<file path="src/rtl/pht_update_queue.sv">
// Queue between branch resolution and the PHT write ports; computes saturating counter updates
// and pairs writes only across banks. Optional PHT_UPD_MERGE_EN merges same-index head pairs.
module pht_update_queue #(
   parameter int unsigned DEPTH      = 8,
   parameter int unsigned IN_WIDTH   = 2,
   parameter int unsigned OUT_WIDTH  = 2,
   parameter int unsigned ADDR_WIDTH = 32,
   parameter int unsigned IDX_WIDTH  = 9,
   parameter int unsigned HIST_WIDTH = 2,
   parameter int unsigned CTR_WIDTH  = 2,
   parameter int unsigned ENT_WIDTH  = (2**HIST_WIDTH)*CTR_WIDTH
) (
   input  logic                            clk,
   input  logic                            rstN,
   input  logic [IN_WIDTH-1:0]             inValid,
   input  logic [IN_WIDTH-1:0]             inCondBr,
   input  logic [IN_WIDTH*IDX_WIDTH-1:0]   inIdx,
   input  logic [IN_WIDTH*HIST_WIDTH-1:0]  inHist,
   input  logic [IN_WIDTH*ENT_WIDTH-1:0]   inPrevEnt,
   input  logic [IN_WIDTH-1:0]             inTaken,
   output logic                            inReady,
   input  logic                            outStall,
   output logic [OUT_WIDTH-1:0]            phtWE,
   output logic [OUT_WIDTH*IDX_WIDTH-1:0]  phtWA,
   output logic [OUT_WIDTH*ENT_WIDTH-1:0]  phtWV,
   output logic                            overflow,
   output logic [$clog2(DEPTH):0]          occupancy
);

   localparam int unsigned PTR_W = $clog2(DEPTH);
   localparam int unsigned CNT_W = PTR_W + 1;

   if (DEPTH < 2*IN_WIDTH || OUT_WIDTH != 2 || IDX_WIDTH > ADDR_WIDTH) begin : gBadCfg
      $error("pht_update_queue: unsupported parameter set");
   end

   logic [IDX_WIDTH-1:0]  qIdx   [DEPTH];
   logic [HIST_WIDTH-1:0] qHist  [DEPTH];
   logic [ENT_WIDTH-1:0]  qEnt   [DEPTH];
   logic                  qTaken [DEPTH];

   logic [PTR_W-1:0] head, tail, head1;
   logic [CNT_W-1:0] count, enqCnt, popCnt;
   logic [IN_WIDTH-1:0] qual, wrEn;
   logic [PTR_W-1:0] wrPtr [IN_WIDTH];
   logic pop0, pop1, mergeTwo, samePair;
   logic [ENT_WIDTH-1:0] wv0, wv1;

   function automatic logic [ENT_WIDTH-1:0] updEnt(input logic [ENT_WIDTH-1:0] ent,
                                                   input logic [HIST_WIDTH-1:0] h,
                                                   input logic tk);
      logic [CTR_WIDTH-1:0] c;
      logic [ENT_WIDTH-1:0] r;
      r = ent;
      c = ent[h*CTR_WIDTH +: CTR_WIDTH];
      if (tk) begin
         if (c != '1) c = c + CTR_WIDTH'(1);
      end else if (c != '0) begin
         c = c - CTR_WIDTH'(1);
      end
      r[h*CTR_WIDTH +: CTR_WIDTH] = c;
      return r;
   endfunction

   assign qual      = inValid & inCondBr;
   assign inReady   = count <= CNT_W'(DEPTH - IN_WIDTH);
   assign occupancy = count;

   // Qualifying lanes are packed in lane order onto consecutive tail slots.
   always_comb begin
      enqCnt = '0;
      for (int unsigned i = 0; i < IN_WIDTH; i++) begin
         wrEn[i]  = 1'b0;
         wrPtr[i] = tail + enqCnt[PTR_W-1:0];
         if (qual[i] && inReady) begin
            wrEn[i] = 1'b1;
            enqCnt  = enqCnt + CNT_W'(1);
         end
      end
   end

   always_ff @(posedge clk) begin
      for (int unsigned i = 0; i < IN_WIDTH; i++) begin
         if (wrEn[i]) begin
            qIdx[wrPtr[i]]   <= inIdx[i*IDX_WIDTH +: IDX_WIDTH];
            qHist[wrPtr[i]]  <= inHist[i*HIST_WIDTH +: HIST_WIDTH];
            qEnt[wrPtr[i]]   <= inPrevEnt[i*ENT_WIDTH +: ENT_WIDTH];
            qTaken[wrPtr[i]] <= inTaken[i];
         end
      end
   end

   // Head+1 only leaves with the head when it lands in the other bank (or merges).
   always_comb begin
      head1    = head + PTR_W'(1);
      pop0     = 1'b0;
      pop1     = 1'b0;
      mergeTwo = 1'b0;
      samePair = 1'b0;
`ifdef PHT_UPD_MERGE_EN
      samePair = qIdx[head] == qIdx[head1];
`endif
      if (!outStall && count != '0) pop0 = 1'b1;
      if (!outStall && count >= CNT_W'(2)) begin
         if (samePair) mergeTwo = 1'b1;
         else if (qIdx[head][0] != qIdx[head1][0]) pop1 = 1'b1;
      end
      wv0 = updEnt(qEnt[head], qHist[head], qTaken[head]);
      if (mergeTwo) wv0 = updEnt(wv0, qHist[head1], qTaken[head1]);
      wv1 = updEnt(qEnt[head1], qHist[head1], qTaken[head1]);
      popCnt = CNT_W'(pop0) + CNT_W'(pop1 | mergeTwo);
   end

   always_ff @(posedge clk or negedge rstN) begin
      if (!rstN) begin
         head     <= '0;
         tail     <= '0;
         count    <= '0;
         overflow <= 1'b0;
      end else begin
         head  <= head + popCnt[PTR_W-1:0];
         tail  <= tail + enqCnt[PTR_W-1:0];
         count <= count + enqCnt - popCnt;
         if (!inReady && (|qual)) overflow <= 1'b1;
      end
   end

   always_ff @(posedge clk or negedge rstN) begin
      if (!rstN) begin
         phtWE <= '0;
         phtWA <= '0;
         phtWV <= '0;
      end else begin
         phtWE <= {pop1, pop0};
         if (pop0) begin
            phtWA[0 +: IDX_WIDTH] <= qIdx[head];
            phtWV[0 +: ENT_WIDTH] <= wv0;
         end
         if (pop1) begin
            phtWA[IDX_WIDTH +: IDX_WIDTH] <= qIdx[head1];
            phtWV[ENT_WIDTH +: ENT_WIDTH] <= wv1;
         end
      end
   end

endmodule

</file>
<file path="config.mk">
export PLATFORM = sky130hd
export DESIGN_NAME = pht_update_queue
export DESIGN_NICKNAME = d
export VERILOG_FILES = /design/src/rtl/pht_update_queue.sv
export SDC_FILE = /design/constraint.sdc
export NUM_CORES = 1
export LEC_CHECK = 0
export BUFFER_PORTS_ARGS = -buffer_cell sky130_fd_sc_hd__buf_2
export CORE_ASPECT_RATIO = 2
export CORE_MARGIN = 5
export CORE_UTILIZATION = 25
export CTS_BUF_LIST = sky130_fd_sc_hd__clkbuf_16
export CTS_CLUSTER_DIAMETER = 200
export DETAILED_ROUTE_END_ITERATION = 10
export GPL_TIMING_DRIVEN = 0
export SETUP_SLACK_MARGIN = 0.2
export SLEW_MARGIN = 30
export SYNTH_ARGS = -nofsm -noshare
export SYNTH_HDL_FRONTEND = slang
export SYNTH_SLANG_ARGS = --single-unit
</file>
<file path="constraint.sdc">
create_clock -name clk -period 5.25 [get_ports clk]
set_input_delay 0.2625 -clock clk [delete_from_list [all_inputs] [get_ports clk]]
set_output_delay 0.2625 -clock clk [all_outputs]
set_load 0.05 [all_outputs]
</file>
# After elaboration in Yosys (flattened, before gate mapping)
# Memory sizes are Yosys's and may differ from the RTL's.
# Cells that the tools add are included.
[word_totals] memories=4 inputBits=47 register_bits=47 wordCells=69 ramBits=160 output_inout_bits=42
[op_classes] n_reduce_logical=11 eq_ne=3 bitwise=1 n_mux=19 n_addsub=14 shift=6 order_cmp=2
[mem_list] memory="qIdx" depth=8 width=9 rd=2 rd_ports_with_merged_regs=0 wr=2 line_no="37" text="logic [IDX_WIDTH-1:0] qIdx [DEPTH];"
[mem_list] memory="qEnt" depth=8 width=8 rd=2 rd_ports_with_merged_regs=0 wr=2 line_no="39" text="logic [ENT_WIDTH-1:0] qEnt [DEPTH];"
[mem_list] memory="qHist" depth=8 width=2 rd=2 rd_ports_with_merged_regs=0 wr=2 line_no="38" text="logic [HIST_WIDTH-1:0] qHist [DEPTH];"
[mem_list] memory="qTaken" depth=8 width=1 rd=2 rd_ports_with_merged_regs=0 wr=2 line_no="40" text="logic qTaken [DEPTH];"
[op_table] cell="$neg A3 Y34" count=2
[op_table] cell="$shift A2 B34 Y8 const A" count=2
[op_table] cell="$shiftx A2 B34 Y8" count=2
[op_table] cell="$bwmux W8" count=2
[op_table] cell="$shiftx A8 B4 Y2" count=2
[op_table] cell="$mux W2" count=6
[op_table] cell="$mux W1" count=10
[op_table] cell="$add A3 B3 Y3" count=2
[op_table] cell="$logic_and A1 B1 Y1" count=5
[op_table] cell="$add A2 B1 Y2 const B" count=2
[op_table] cell="$add A4 B1 Y4 const B" count=1
[op_table] cell="$add A4 B4 Y4" count=1
[op_table] cell="$ge A4 B2 Y1 const B" count=1
[op_table] cell="$le A4 B3 Y1 const B" count=1
[op_table] cell="$mux W4" count=1
[op_table] cell="$ne A2 B2 Y1 const B" count=2
[op_table] cell="$reduce_bool A2 Y1" count=2
[op_table] cell="$reduce_bool A4 Y1" count=1
[op_table] cell="$sub A2 B1 Y2 const B" count=2
[op_table] cell="$sub A4 B2 Y4" count=1
[op_table] cell="$add A3 B1 Y3 const B" count=1
[op_table] cell="$add A3 B2 Y3" count=1
[op_table] cell="$add A1 B1 Y2" count=1
[op_table] cell="$and A2 B2 Y2" count=1
[op_table] cell="3 further kinds" count=4

# Depth between registers and ports, before layout
# Gate-level depths: netlist of the first run.
# An unclocked memory read counts as a cell.
[depth] word_depth=8 mapped_depth=17 ltp_nobuf=14

# Worst setup path before layout of the first run
# Ideal clock, no wire load.
[synth_timing] path_type="register to register" from="reg count[3], in the netlist occupancy[3]" to="mem qEnt[1][0] (netlist bit), enable pin" arrival_ns=4.071 stages_incl_launch_ff=13 path_buffers=1 synth_period_minus_slack_ns=4.584 setup_time_ns=0.513 required_ns=4.737 path_slack_ns=0.666 cell_sequence="dfrtp_1 inv_1 ha_1 nand2_1 mux2i_1 and3_1 ha_1 ha_1 xor2_1 nor2_1 nand2_1 clkbuf_1 o21ai_0"
[synth_lines] item="from (decl)" line_no="43" text="logic [CNT_W-1:0] count, enqCnt, popCnt;"
[synth_lines] item="from (signal assigned)" line_no="123" text="count <= count + enqCnt - popCnt;"
[synth_lines] item="to (decl)" line_no="39"

# Worst setup path in the final report of the first run
[layout_timing] from="reg head[1]" to="reg count[3], in the netlist occupancy[3]"
[layout_via] elab_chain_cells=7
[layout_lines] item="from (decl)" line_no="42" text="logic [PTR_W-1:0] head, tail, head1;"
[layout_lines] item="from (signal assigned)" line_no="121" text="head <= head + popCnt[PTR_W-1:0];"
[layout_lines] item="$add A3 B1 Y3" line_no="95" text="head1 = head + PTR_W'(1);"
[layout_lines] item="$mem_v2 Z8 W9 *"
[layout_lines] item="$ne A1 B1 Y1 *" line_no="106" text="else if (qIdx[head][0] != qIdx[head1][0]) pop1 = 1'b1;"
[layout_lines] item="$mux W1 *" line_no="106"
[layout_lines] item="$mux W1 *" line_no="104" text="if (!outStall && count >= CNT_W'(2)) begin"
[layout_lines] item="via pop1" line_no="46" text="logic pop0, pop1, mergeTwo, samePair;"
[layout_lines] item="$add A1 B1 Y2 *" line_no="111" text="popCnt = CNT_W'(pop0) + CNT_W'(pop1 | mergeTwo);"
[layout_lines] item="$sub A4 B2 Y4 *" line_no="123"
# The timed path passes the listed nets; every way through them passes the cells marked *.
# A chain may end at the register's enable or synchronous reset.

==> metrics, run 1 <==
PortBufs 88; flop2flop setup slack approximately 510 ps; Starting Density 0.2520; Max Cap Violations 0; TritonCTS clock tree built; WP data required 5680 ps; Synth Flop Type edfxtp_1; Post-synth EDFFs 160; Layout Utilization 0.2988; WL/cell around 24 um; maximum clock rate approximately 0.21 GHz; vias in the first global route 8318; Post-Route WL ~37 mm; Post-synth top cells 164 x mux2_2, 160 x edfxtp_1, 74 x mux4_2, 60 x mux2i_1, 47 x dfrtp_1; 1st-iter DRT viols around 520; CTS clk-pin slew, worst paths about 70 ps; total congestion overflow 0; count of final setup violators 0; CP Max Fanout 10; DR vias/cell 4.899; post-DP HPWL 27.18 mm; CP startpoint head[1]; layout cells sized above 1 0.4584; RSZ-0062 raised after global routing false; DRT Pass-1 Iters 5; Setup crit end kind flop; crit start category flop; slew margin rel. 0.2808; I/O pin total just under 90; sequential element share of the synthesized area 0.5011; FILL cells 4712; Layout area overhead 18.59%; initial antenna violation count 8; vias post-DR approximately 7600; R2R Path Start head[1]; clock root buffer clkbuf_16; Slew Limit Fails 0; pin count of the biggest net entering global routing 48; period utilisation layout 0.9027; CP arrival slightly above 5000 ps; Post-synth ARST share 0.2271; cts bufs inserted 21; area leader, netlist edfxtp_1; library cells used by synthesis 51; Avg Inst Size Synth approximately 15 um^2; synthesis warning total 0; Worst-Margin Slew approximately 1100 ps; Leak a little over 5 nW; Core Area roughly 47000 um^2; Die W 164.5 um; post-synth top area share 0.4026; count leader, synth mux2_2; first-pass GRT wire length about 54 mm; final instance area ~14000 um^2; Hold Path Class in -> reg; CTS H-tree lvls 1; number of routed nets with antenna violations 0; PwrDens about 640 nW/um^2; clk_lat worst skew 540 ps; nets slightly below 1000; Clock Path Buffers 3; Seq cells post-synth around 210; Area after DPL between 10000 and 15000 um^2; Final min period 4739 ps; DRC violations left 0; R2R depth 17; last element of the critical path occupancy[3]; VDD IR max ~0.00038 V; Net Count, Synth 850; status completed; clk sinks approximately 210; Fin. Hold Viols 0; clock skew between 30 and 40 ps; Die H 319 um; crit path kind reg -> reg; top post-synthesis cells by area edfxtp_1 40%, mux2_2 15%, mux4_2 14%, dfrtp_1 9.9%, mux2i_1 5.0%; RR Endpoint occupancy[3]; number of core rows 113; GP Congestion around 0.84; All-Layer GR Usage 0.1395; die area about 52000 um^2; synthesized area around 12000 um^2; Cells after Synth 776
-- cells by family (layout without fill, tap and decap cells) --
| kind of cell | count (synthesis) | count (layout) | synth area share |
|---|---|---|---|
| AOI/OAI and AO/OA | 71 | 71 | 0.03543 |
| xor gates and xnor gates | 15 | 15 | 0.01321 |
| adders and majority gates | 30 | 30 | 0.03334 |
| buffers and inverters | 64 | 202 | 0.02715 |
| DFF | 207 | 207 | 0.5011 |
| muxes | 304 | 304 | 0.3537 |
| other | 0 | 4 | 0 |
| and+or+nand+nor | 85 | 85 | 0.03606 |
-- cell usage in the layout, fill, tap and decap left out, drive strengths merged, types with 5 or more instances in the layout --
cell type / n
nor3b: 5
clkinv: 7
xor2: 6
edfxtp: 160
nand2: 35
mux4: 76
nor2: 14
buf: 126
o21ai: 45
ha: 23
mux2i: 64
dfrtp: 47
nand4: 5
clkbuf: 42
xnor2: 9
inv: 25
mux2: 164
-- worst max-delay path, stage by stage (launching register included) --
cell and delay, ps:
dfrtp_1 450, ha_1 410, buf_6 190, mux2i_1 360, xnor2_1 160, mux2i_1 80
a221oi_1 330, o22a_1 300, buf_2 280, clkbuf_4 310, inv_1 110, ha_1 290
inv_1 110, fa_1 440, ha_1 300, a21o_1 160, a21oi_1 170, xor2_1 170
-- through the flow --
stage | cells | hold slack [ps] | worst slack, ps | setup TNS, ps | power (mW)
6_report | 1550 | 60.29 | 510.9 | 0 | 9.040
5_1_grt | 1548 | 70.75 | 205.2 | 0 | 9.562
3_3_place_gp | 1496 | 463.3 | -293.6 | -19990 | 7.464
4_1_cts | 1546 | 50.15 | 286.1 | 0 | 9.117
3_5_place_dp | 1507 | 330.3 | 331.7 | 0 | 7.620
2_1_floorplan | 776 | -33.09 | 665.7 | 0 | 6.073
-- routing by layer --
| layer | vias to the layer above | part of all wire | global-route usage |
|---|---|---|---|
| li1 | 3347 | - | - |
| met1 | 3931 | 0.35 | 0.1475 |
| met2 | 238 | 0.55 | 0.2646 |
| met3 | 70 | 0.056 | 0.02998 |
| met4 | 8 | 0.036 | 0.05310 |
| met5 | - | 0.0014 | 0 |
-- worst min-delay path by stage --
stage | start | end | slack, ps | depth (start not counted)
floorplan | rstN | head[0] | -30 | 0
CTS | inCondBr[0] | overflow | 50 | 3
finish | inCondBr[0] | overflow | 60 | 3
global route | inCondBr[0] | overflow | 70 | 3
global placement | phtWA[11] | phtWA[11] | 460 | 2
detailed placement | rstN | overflow | 330 | 1
-- cell type report --
cell class                 instances  area, um^2  share of cell area
antenna                            4       10.01           0.0007072
clock inverter                    17       123.9            0.008752
timing repair buffer             100       660.6             0.04668
clock buffer                      21       525.5             0.03713
sequential                       207        5981              0.4226
buffer                            48       267.8             0.01892
tap                              632       790.8             0.05587
multi-input combinational        505        5734              0.4051
inverter                          16       60.06            0.004243
-- flip-flops by register name, summed over array words and instances (netlist names), 4 cells and up --
name	cells
occupancy	4
qTaken	8
qIdx	72
phtWA	18
qHist	16
qEnt	64
phtWV	16
-- report_power, final --
| group | internal (mW) | leakage, nW | switching [mW] |
|---|---|---|---|
| Combinational | 2.08 | 2.78 | 3.14 |
| Sequential | 2.14 | 2.01 | 0.203 |
| Clock | 0.757 | 0.322 | 0.714 |
-- repair_timing --
item | CTS | global route
setup buffers | 0 | 0
resized for setup | 0 | 2
hold endpoints to repair | 47 | 0
endpoints found under the setup margin | 0 | 1
hold buffers | 1 | 0
(Power assumes the default switching activity.)
==> inputs of run 2 (changes only) <==
--- a/config.mk
+++ b/config.mk
@@ -5,13 +5,13 @@
 export SDC_FILE = /design/constraint.sdc
 export NUM_CORES = 1
 export LEC_CHECK = 0
-export BUFFER_PORTS_ARGS = -buffer_cell sky130_fd_sc_hd__buf_2
 export CORE_ASPECT_RATIO = 2
 export CORE_MARGIN = 5
 export CORE_UTILIZATION = 25
 export CTS_BUF_LIST = sky130_fd_sc_hd__clkbuf_16
 export CTS_CLUSTER_DIAMETER = 200
 export DETAILED_ROUTE_END_ITERATION = 10
+export DONT_BUFFER_PORTS = 1
 export GPL_TIMING_DRIVEN = 0
 export SETUP_SLACK_MARGIN = 0.2
 export SLEW_MARGIN = 30
==> metrics, run 2 (synthesis gave the netlist of run 1 again) <==
flop2flop setup slack 420 ps (-90 ps); most frequent cells in the layout 164 x mux2_2, 160 x edfxtp_1, 74 x mux4_2; post-route setup TNS 0 ps (unchanged); cts bufs inserted 21 (unchanged); max FFs per register 72 (unchanged); layout cells sized above 1 0.3867 (-0.07173); maximum clock rate 0.2069 GHz (-1.9%); Worst-Margin Slew 1095 ps (+16.20 ps); crit start category flop; first-pass GRT wire length 56.10 mm (+4.5%); RR Endpoint occupancy[3]; GP Congestion 0.8273 (-1.2%); Max Cap Violations 0 (unchanged); crit-path cells ha_1 > buf_6 > mux2i_2 > xnor2_1 > mux2i_1 > a221oi_1 > o22a_1 > buf_2 > buf_2 > inv_1 > ha_1 > inv_1 > fa_1 > ha_1 > a21o_1 > a21oi_1 > xor2_1; CP Max Fanout 10 (unchanged); RSZ-0062 raised after global routing false; status completed; period utilisation layout 0.9204 (+0.01776); Post-Route WL 38.22 mm (+4.2%); number of routed nets with antenna violations 0 (unchanged); final instance area 14420 um^2 (+1.9%); Layout Utilization 0.3045 (+0.005706); Placed Cells 1420 (-5.8%); WL/cell 25.16 um (+6.4%); clk_lat worst skew 530 ps (about the same); vias in the first global route 8417 (+1.2%); R2R Path Start head[1]; Final min period 4832 ps (+93.25 ps); PortBufs 0 (-100%); DRC violations left 0 (unchanged); clock root buffer clkbuf_16; clock skew 23.08 ps (-9.064 ps); Area after DPL 13040 um^2 (-3.2%); most used cell, CP ha_1; Layout area overhead 20.85%; TritonCTS clock tree built; setup repair bufs after CTS 0 (unchanged); post-DP HPWL 27.92 mm (+2.7%); initial antenna violation count 2 (-6); nets 946 (-2.8%); Hold Path Depth 4 (+1); Core Area 47360 um^2 (unchanged); Fin. Hold Viols 0 (unchanged); R2R depth 17 (unchanged); most common cell after layout, fill and taps aside mux2_2; slowest CP cell dfrtp_1; Die H 319 um (unchanged); Bufs and invs on worst path 5 (unchanged); Die W 164.5 um (unchanged); Hold EP phtWV[6]; All-Layer GR Usage 0.1456 (+0.006073); I/O pin total 89 (unchanged); WP data required 5690 ps (about the same); Hold Path Class in -> reg; Slew Limit Fails 0 (unchanged); slew margin rel. 0.2700 (-0.01080); DR vias/cell 4.976 (+1.6%); pin count of the biggest net entering global routing 48 (unchanged); Setup crit end kind flop; PwrDens 633.1 nW/um^2 (-0.88%); CP top delay family adder cells; clk sinks 207 (unchanged); Final Non-Filler Cells 1519 (-2.0%); die area 52480 um^2 (unchanged); vias post-DR 7559 (-0.46%); count of final setup violators 0 (unchanged); Starting Density 0.2520 (unchanged); VDD IR max 0.0003061 V (-20%); CTS H-tree lvls 1 (unchanged); Ant. Diodes 0 (-4); critical path's largest stage delay 470 ps (+20 ps); crit path kind reg -> reg; DRT Pass-1 Iters 5 (unchanged); CTS clk-pin slew, worst paths 70 ps (about the same); total congestion overflow 0 (unchanged); CP arrival 5280 ps (+110 ps); Clock Path Buffers 3 (unchanged); number of core rows 113 (unchanged); HP Start outStall; 1st-iter DRT viols 531 (+1.9%); Leak 5.051 nW (-1.1%)
[run 2: through the flow]
| step | hold slack [ps] | power [mW] | worst slack (ps) |
|---|---|---|---|
| final | 162.2 | 9.131 | 417.7 |
| after global routing | 154.8 | 9.614 | 206.1 |
| after CTS | 142.5 | 9.196 | 250.2 |
| after detailed placement | -30.49 | 7.485 | 301.7 |
| after global placement | -30.48 | 7.314 | -1486 |
| after floorplan | -33.09 | 6.073 | 665.7 |
[run 2: timing repair]
action                                  in CTS  in global routing
endpoints found under the setup margin       0                 12
resized for setup                            0                  8
endpoints found under the hold margin      208                  0
hold buffers                                60                  0
[run 2: routing by layer]
metal / wire [um] / GRT usage / vias up
met2: 21140 / 0.2759 / 247
li1: - / - / 3278
met5: 25 / 0 / -
met3: 2263 / 0.02985 / 94
met4: 1848 / 0.06716 / 4
met1: 12940 / 0.1498 / 3936
[run 2: final cells by class]
type	count	area, um^2
clock inverters	17	200.2
repair buffers	73	839.6
fillers	4656	32940
flip-flops and latches	207	5981
plain buffers	48	276.5
inverters	16	60.06
clock buffers	21	525.5
well taps	632	790.8
multi-input cells	505	5751
[run 2: worst max path at each step]
stage / to / slack (ps) / from / depth (start not counted)
CTS: qIdx[5][0] / 250 / occupancy[3] / 13
global route: occupancy[3] / 210 / head[1] / 17
detailed placement: qEnt[0][4] / 300 / occupancy[3] / 15
floorplan: qEnt[1][0] / 670 / occupancy[3] / 12
finish: occupancy[3] / 420 / head[1] / 17
global placement: qHist[1][1] / -1490 / occupancy[3] / 12
[run 2: worst min-delay path: cells and delay by family]
kind,cells,cell delay (ps)
AO/OA/AOI/OAI,1,80
AND/OR/NAND/NOR,3,280
[run 2: power by group]
part / internal (mW) / switching [mW]
Sequential: 2.13 / 0.778
Clock: 0.902 / 0.718
Combinational: 2.01 / 2.60
